### src/rtl/pfc_flow_ctrl_pkg.sv
// Program-flow controller shared definitions.
// Holds the PC next-address select codes (shared with the program counter),
// the PC adder operand codes, the controller state encoding and the
// delay-slot redirect kind.
package pfc_flow_ctrl_pkg;

  // PC next-address select codes, consumed by the PC mux in the same cycle
  localparam logic [2:0] PC_SEL_HOLD   = 3'b000;
  localparam logic [2:0] PC_SEL_ADD    = 3'b001;
  localparam logic [2:0] PC_SEL_ZERO   = 3'b010;
  localparam logic [2:0] PC_SEL_TARGET = 3'b011;
  localparam logic [2:0] PC_SEL_LOOP   = 3'b100;
  localparam logic [2:0] PC_SEL_ISE    = 3'b101;
  localparam logic [2:0] PC_SEL_STACK  = 3'b110;

  // PC adder operand select
  localparam logic OPA_INC = 1'b0;
  localparam logic OPA_DEC = 1'b1;

  typedef enum logic [1:0] {
    ST_BOOT  = 2'b00,
    ST_RUN   = 2'b01,
    ST_DELAY = 2'b10
  } pfc_state_e;

  // Where the PC goes once the delay slots have drained
  typedef enum logic {
    KIND_TGT = 1'b0,
    KIND_STK = 1'b1
  } pfc_kind_e;

  // True when more than one of the flow decodes is set at once
  function automatic logic multi_flow(input logic jump, input logic call, input logic ret);
    return (jump & call) | (jump & ret) | (call & ret);
  endfunction

endpackage

### src/rtl/pfc_flow_ctrl.sv
// Program-flow controller: picks the PC next-address source every cycle and
// resolves stall, replay, jump/call/return (with delay slots), interrupt entry
// and hardware-loop loopback.
//
// Ports:
//   clk_i                clock
//   reset_i              asynchronous active-low reset
//   stall_i              pipeline stall, PC holds
//   redo_i               replay previous instruction (PC-1)
//   jump_i/call_i/ret_i  decoded flow instruction
//   taken_i              condition for the flow instruction
//   ds_i                 delay-slot count of the flow instruction
//   loop_end_i           loop controller requests loopback
//   irq_i                level interrupt request
//   pfc_pc_sel_o         PC mux select
//   pfc_pcadd_opa_sel_o  PC adder operand (0 = +1, 1 = -1)
//   stack_push_o         push return address
//   stack_pop_o          pop return address
//   flush_o              squash the instruction currently fetched
//   irq_ack_o            interrupt accepted (pulse)
//   in_delay_o           delay slots in progress
//   illegal_o            illegal flow combination (pulse)
//
// state    | meaning
// ---------+---------------------------------------------------------------
// ST_BOOT  | first cycle out of reset, PC forced to zero
// ST_RUN   | normal sequencing, all flow events arbitrated by priority
// ST_DELAY | draining delay slots; redirect to target/stack when cnt hits 1
module pfc_flow_ctrl
  import pfc_flow_ctrl_pkg::*;
#(
  parameter int DS_W = 2
) (
  input  logic            clk_i,
  input  logic            reset_i,
  input  logic            stall_i,
  input  logic            redo_i,
  input  logic            jump_i,
  input  logic            call_i,
  input  logic            ret_i,
  input  logic            taken_i,
  input  logic [DS_W-1:0] ds_i,
  input  logic            loop_end_i,
  input  logic            irq_i,
  output logic [2:0]      pfc_pc_sel_o,
  output logic            pfc_pcadd_opa_sel_o,
  output logic            stack_push_o,
  output logic            stack_pop_o,
  output logic            flush_o,
  output logic            irq_ack_o,
  output logic            in_delay_o,
  output logic            illegal_o
);

  pfc_state_e      state_q, state_d;
  pfc_kind_e       kind_q, kind_d;
  logic [DS_W-1:0] cnt_q, cnt_d;

  logic flow_any;
  logic flow_multi;

  assign flow_any   = jump_i | call_i | ret_i;
  assign flow_multi = multi_flow(jump_i, call_i, ret_i);

  always_ff @(posedge clk_i or negedge reset_i) begin
    if (!reset_i) begin
      state_q <= ST_BOOT;
      cnt_q   <= '0;
      kind_q  <= KIND_TGT;
    end else begin
      state_q <= state_d;
      cnt_q   <= cnt_d;
      kind_q  <= kind_d;
    end
  end

  always_comb begin
    state_d             = state_q;
    cnt_d               = cnt_q;
    kind_d              = kind_q;
    pfc_pc_sel_o        = PC_SEL_ADD;
    pfc_pcadd_opa_sel_o = OPA_INC;
    stack_push_o        = 1'b0;
    stack_pop_o         = 1'b0;
    flush_o             = 1'b0;
    irq_ack_o           = 1'b0;
    in_delay_o          = 1'b0;
    illegal_o           = 1'b0;

    case (state_q)
      ST_BOOT: begin
        pfc_pc_sel_o = PC_SEL_ZERO;
        state_d      = ST_RUN;
      end

      ST_RUN: begin
        if (stall_i) begin
          pfc_pc_sel_o = PC_SEL_HOLD;
        end else if (flow_multi) begin
          illegal_o = 1'b1;
        end else if (redo_i) begin
          pfc_pcadd_opa_sel_o = OPA_DEC;
        end else if (flow_any && taken_i) begin
          if (ds_i == '0) begin
            flush_o = 1'b1;
            if (ret_i) begin
              pfc_pc_sel_o = PC_SEL_STACK;
              stack_pop_o  = 1'b1;
            end else begin
              pfc_pc_sel_o = PC_SEL_TARGET;
              stack_push_o = call_i;
            end
          end else begin
            // The stack derives the post-delay-slot return address itself,
            // so the push can happen now rather than at the redirect.
            stack_push_o = call_i;
            cnt_d        = ds_i;
            kind_d       = ret_i ? KIND_STK : KIND_TGT;
            state_d      = ST_DELAY;
          end
        end else if (flow_any) begin
          // untaken flow instruction falls through as a plain increment
        end else if (irq_i) begin
          pfc_pc_sel_o = PC_SEL_ISE;
          stack_push_o = 1'b1;
          flush_o      = 1'b1;
          irq_ack_o    = 1'b1;
        end else if (loop_end_i) begin
          pfc_pc_sel_o = PC_SEL_LOOP;
        end
      end

      ST_DELAY: begin
        // redo, irq and loop_end are deliberately ignored here; irq is
        // level-sensitive and is picked up in the first RUN cycle.
        in_delay_o = 1'b1;
        if (stall_i) begin
          pfc_pc_sel_o = PC_SEL_HOLD;
        end else begin
          illegal_o = flow_any;
          if (cnt_q <= DS_W'(1)) begin
            if (kind_q == KIND_STK) begin
              pfc_pc_sel_o = PC_SEL_STACK;
              stack_pop_o  = 1'b1;
            end else begin
              pfc_pc_sel_o = PC_SEL_TARGET;
            end
            cnt_d   = '0;
            state_d = ST_RUN;
          end else begin
            cnt_d = cnt_q - DS_W'(1);
          end
        end
      end

      default: begin
        pfc_pc_sel_o = PC_SEL_ZERO;
        state_d      = ST_BOOT;
      end
    endcase
  end

endmodule
### config.mk
export PLATFORM = sky130hd
export DESIGN_NAME = pfc_flow_ctrl
export DESIGN_NICKNAME = d
export VERILOG_FILES = /design/src/rtl/pfc_flow_ctrl_pkg.sv /design/src/rtl/pfc_flow_ctrl.sv
export SDC_FILE = /design/constraint.sdc
export NUM_CORES = 1
export LEC_CHECK = 0
export BUFFER_PORTS_ARGS = -buffer_cell sky130_fd_sc_hd__buf_4
export CORE_UTILIZATION = 40
export CTS_CLUSTER_SIZE = 14
export DETAILED_ROUTE_END_ITERATION = 8
export GPL_ROUTABILITY_DRIVEN = 0
export PLACE_DENSITY = 0.78
export SLEW_MARGIN = 20
export SYNTH_ARGS = -nofsm -noshare
export SYNTH_HDL_FRONTEND = slang
export SYNTH_SLANG_ARGS = --single-unit
### constraint.sdc
create_clock -name clk_i -period 1.85 [get_ports clk_i]
set_input_delay 0.37 -clock clk_i [delete_from_list [all_inputs] [get_ports clk_i]]
set_output_delay 0.37 -clock clk_i [all_outputs]
set_load 0.05 [all_outputs]
Word level (Yosys, flattened, before mapping)

Cells that the tools add are included.

Register bits: 5
Input port bits: 12

Order comparisons: 1
Add/subtract/negate cells: 1
Bitwise operators: 11
Reduce and logical (&&, ||, !) cells: 7
Eq/ne operators: 9
Muxes and demuxes: 68

Operators by type and width:

| cell                                                                   | number |
|---|---|
| 1-bit 2-to-1 mux                                                       | 37 |
| 3-bit 2-to-1 mux                                                       | 12 |
| 2-bit 2-to-1 mux                                                       | 14 |
| 2-bit inequality test (second input constant)                          | 7 |
| 7-bit AND reduction                                                    | 2 |
| 2-bit case mux with 3 select lines                                     | 1 |
| 3-bit case mux with 2 select lines                                     | 1 |
| 6-bit AND reduction                                                    | 1 |
| 2-bit zero test                                                        | 2 |
| 1-bit inverter                                                         | 4 |
| 1-bit OR                                                               | 4 |
| 1-bit case mux with 2 select lines                                     | 2 |
| 2-bit case mux with 2 select lines                                     | 1 |
| 1-bit AND                                                              | 3 |
| 2-bit by 1-bit equality test with 1-bit output (second input constant) | 1 |
| 2-bit equality test (second input constant)                            | 1 |
| 2-bit by 1-bit <= comparator with 1-bit output (second input constant) | 1 |
| 2-bit nonzero test                                                     | 1 |
| 2-bit by 1-bit subtractor with 2-bit output (second input constant)    | 1 |
| 1-bit logical AND                                                      | 1 |

Depth between registers and ports, before layout

Depth in word-level cells: 8
Gate-level depth with buffers: 7

Worst setup path after synthesis

Ideal clock, no wire load.

Path kind: flip-flop to output port
From: register state_q[0]
To: output port illegal_o
Path slack: -1.145 ns
Data required time: 1.480 ns
Buffers on the path: 1
Data arrival time: 2.625 ns
Stages on the path, launching flop included: 7
Path through: dfrtp_1 inv_1 ha_1 clkbuf_1 maj3_1 nor2_1 nor3_1

Longest elaborated chain between the ends: 2
Elaborated cells between the ends (all ways): 3

Ends and longest elaborated chain:

| item                                                                                  | RTL line            | RTL |
|---|---|---|
| start, declared                                                                       | pfc_flow_ctrl.sv:55 | `pfc_state_e state_q, state_d;` |
| start signal, assigned                                                                | pfc_flow_ctrl.sv:71 | `state_q <= state_d;` |
| 2-bit equality test or 2-bit by 1-bit equality test with 1-bit output (tied branches) | pfc_flow_ctrl.sv:90 | `case (state_q)` |
| 1-bit case mux with 2 select lines (*)                                                | pfc_flow_ctrl.sv:90 |  |
| end, declared                                                                         | pfc_flow_ctrl.sv:52 | `output logic illegal_o` |

Every way passes the cells marked *; elsewhere a longest branch is shown, timed or not.

Final worst setup path

From: input port ret_i
To: output port pfc_pc_sel_o[2]

Longest elaborated chain between the ends: 7
Elaborated cells between the ends (all ways): 14

Ends and longest elaborated chain:

| item                                         | RTL line                                  | RTL |
|---|---|---|
| start, declared                              | pfc_flow_ctrl.sv:40                       | `input logic ret_i,` |
| 1-bit OR or 3-bit 2-to-1 mux (tied branches) | pfc_flow_ctrl.sv:62, pfc_flow_ctrl.sv:106 |  |
| 3-bit 2-to-1 mux (tied with other cells)     | pfc_flow_ctrl.sv:121                      | `end else if (flow_any) begin` |
| 3-bit 2-to-1 mux                             | pfc_flow_ctrl.sv:103                      | `end else if (flow_any && taken_i) begin` |
| 3-bit 2-to-1 mux                             | pfc_flow_ctrl.sv:101                      | `end else if (redo_i) begin` |
| 3-bit 2-to-1 mux (*)                         | pfc_flow_ctrl.sv:99                       | `end else if (flow_multi) begin` |
| 3-bit 2-to-1 mux (*)                         | pfc_flow_ctrl.sv:97                       | `if (stall_i) begin` |
| 3-bit case mux with 2 select lines (*)       | pfc_flow_ctrl.sv:90                       |  |
| end, declared                                | pfc_flow_ctrl.sv:45                       | `output logic [2:0] pfc_pc_sel_o,` |

Marks and branches as above.

==> metrics.csv <==
metric,value,unit
fillers,115,
slew_headroom,72.19,%
reg2reg_depth,6,
cts_htree_levels,1,
worstMarginPinSlew,412.8,ps
reg2reg_setup_slack,-10,ps
fmax,454.9,MHz
synthDistinctLibCells,38,
port_buffers,21,
cp_data_arrival_time,1830,ps
fin_skew,3.311,ps
synth.net_count,102,
hold_violations,0,
vias,839,
async_flop_share,100.0,%
synth_area_leader_cell,dfrtp_1,
grt_pass1_wl,3567,um
rsz0062_at_grt,true,
fin_crit,2198,ps
numClockSinks,5,
fp.coreArea,0.001559,sq mm
track_usage,25.15,%
grt_remaining_overflow,0,
ant_nets,0,
synth-seq-area-share,18.18,%
syn_inst,86,
r2r-start,state_q[1],
drt_first_iter_violations,30,
path_clk_slew,40,ps
via_per_inst,5.867,
maxCapViolations,0,
cts_tree,built,
die_x,43.48,um
instances_no_fill,143,
worst_slack,-348.2,ps
fin_nets,144,
p_per_area,975.2,mW/mm^2
setup-violations-final,9,
totalWireLength,2373,um
min_path_type,input pin to asynchronous set/reset pin,
startpoint_type,input pin,
synth_top_cells_by_area,"dfrtp_1 18%, ha_1 7.3%, a21oi_1 6.5%, nor2_1 5.5%, buf_6 4.9%",
violations,"design-rule violations, negative setup slack",
path_cells,buf_4 -> maj3_2 -> or4b_4 -> a21oi_4 -> o21a_2 -> buf_8,
drive_above_1_share,55.91,%
synth_commonest_cells,"10 x nor2_1, 9 x a21oi_1, 7 x inv_1",
post-route-drc-count,5,
ir_worst_vdd,0.7224,mV
dpl.hpwl,1524,um
multi_input_area,615.6,sq um
antenna_found_initial,0,
synth-edff-count,0,
pin_count,22,
dr.pass1.iters,6,
ys_seq_elements,5,
worst-path-buf-inv,2,
dp_cells,133,
synth_most_common_cell,nor2_1,
clkLatencyLatePin,240,ps
timing.final.crit_share,118.8,%
pre_cts_slack,-326.6,ps
antenna_cells,0,
die_h,43.48,um
tns,-2112,ps
cp_max_fo,7,
status,"finished, violations left",
cpPeakStageDelay,570,ps
crit_family,simple AND/OR/NAND/NOR gates,
end_kind,primary output,
syn_area_per_cell,8.002,sq um
wire_per_inst,16.59,um
initial_utilization,44.14,%
crit_path_top_delay_cell,or4b_4,
die-area,0.001890,sq mm
rows,14,
regArea,126.4,sq um
areaGrowthSynthToFinish,72.18,%
power.leakage,0.5053,nW
cp_num_cells,6,
ys_warn_count,0,
clockBufferDepth,2,
synthFlopType,dfrtp_1,
grt_pass1_vias,821,
cts-root-buf,clkbuf_4,
fin_util,76.00,%
numCtsBuffers,3,
cp.required,1480,ps
r2r_end,kind_q,
synth_area,688.2,sq um
drv_slew,0,
critical_path_class,input pin to primary output,
yosysTopAreaCellShare,18.18,%
grt_max_degree,11,
final cells by class:
cell class	count	area share, %
Timing Repair Buffer	43	31.26
Multi-Input combinational cell	68	51.95
Inverter	7	2.218
Sequential cell	5	10.67
Clock buffer	4	2.218
Tap cell	16	1.690
flip-flops by register name, indices dropped and copies added (netlist names):
| name | flops |
|---|---|
| state_q | 2 |
| kind_q | 1 |
| cnt_q | 2 |
power breakdown:
part	internal (mW)	switching [mW]
combinational	0.371	0.447
sequential	0.161	0.0551
clock	0.0813	0.0408
total	0.612	0.543
logic make-up after synthesis:
group | synth area share [%]
buffers and inverters | 12.00
muxes | 4.727
and+or+nand+nor | 23.27
xor gates and xnor gates | 1.273
AOI/OAI and AO/OA | 28.73
adders and majority gates | 11.82
DFF | 18.18
how the worst max path moves through the flow:
| stage | start | to |
|---|---|---|
| floorplan | ret_i | pfc_pc_sel_o[1] |
| global placement | ret_i | stack_pop_o |
| detailed placement | ret_i | stack_pop_o |
| CTS | state_q[1] | stack_pop_o |
| global route | state_q[1] | pfc_pc_sel_o[1] |
| finish | ret_i | pfc_pc_sel_o[2] |
layout by cell type (no fill, tap or decap), types with 3 or more instances in the layout:
cell and instances:
a21oi_1 6, buf_4 32, buf_6 8, clkbuf_4 3, dfrtp_1 4, ha_4 3
inv_1 5, maj3_2 3, nand2_1 3, nor2_1 8, nor2b_1 3, o21ai_0 5
metrics by stage:
step	hold WS [ps]	power (mW)	area [sq um]
after floorplan	74.41	0.6839	737.0
after global placement	172.0	0.8777	973.4
after detailed placement	173.1	0.9053	973.4
after CTS	464.6	1.080	1111
after global routing	464.9	1.223	1185
final	466.3	1.155	1185
per-layer routing:
layer	share of wire [%]	wire (um)	GRT usage, %
met1	38	899	29.12
met4	2.5	60	10.00
met3	3.2	76	1.250
met2	56	1337	47.88
met5	0	0	0
timing repair:
action	4_1_cts	5_1_grt
pin swaps	5	7
hold buffers	1	0
buffers inserted	4	2
cloned	0	0
gates resized for setup	20	15
endpoints found under the setup margin	9	10
endpoints found under the hold margin	5	0
(Power assumes the default switching activity.)
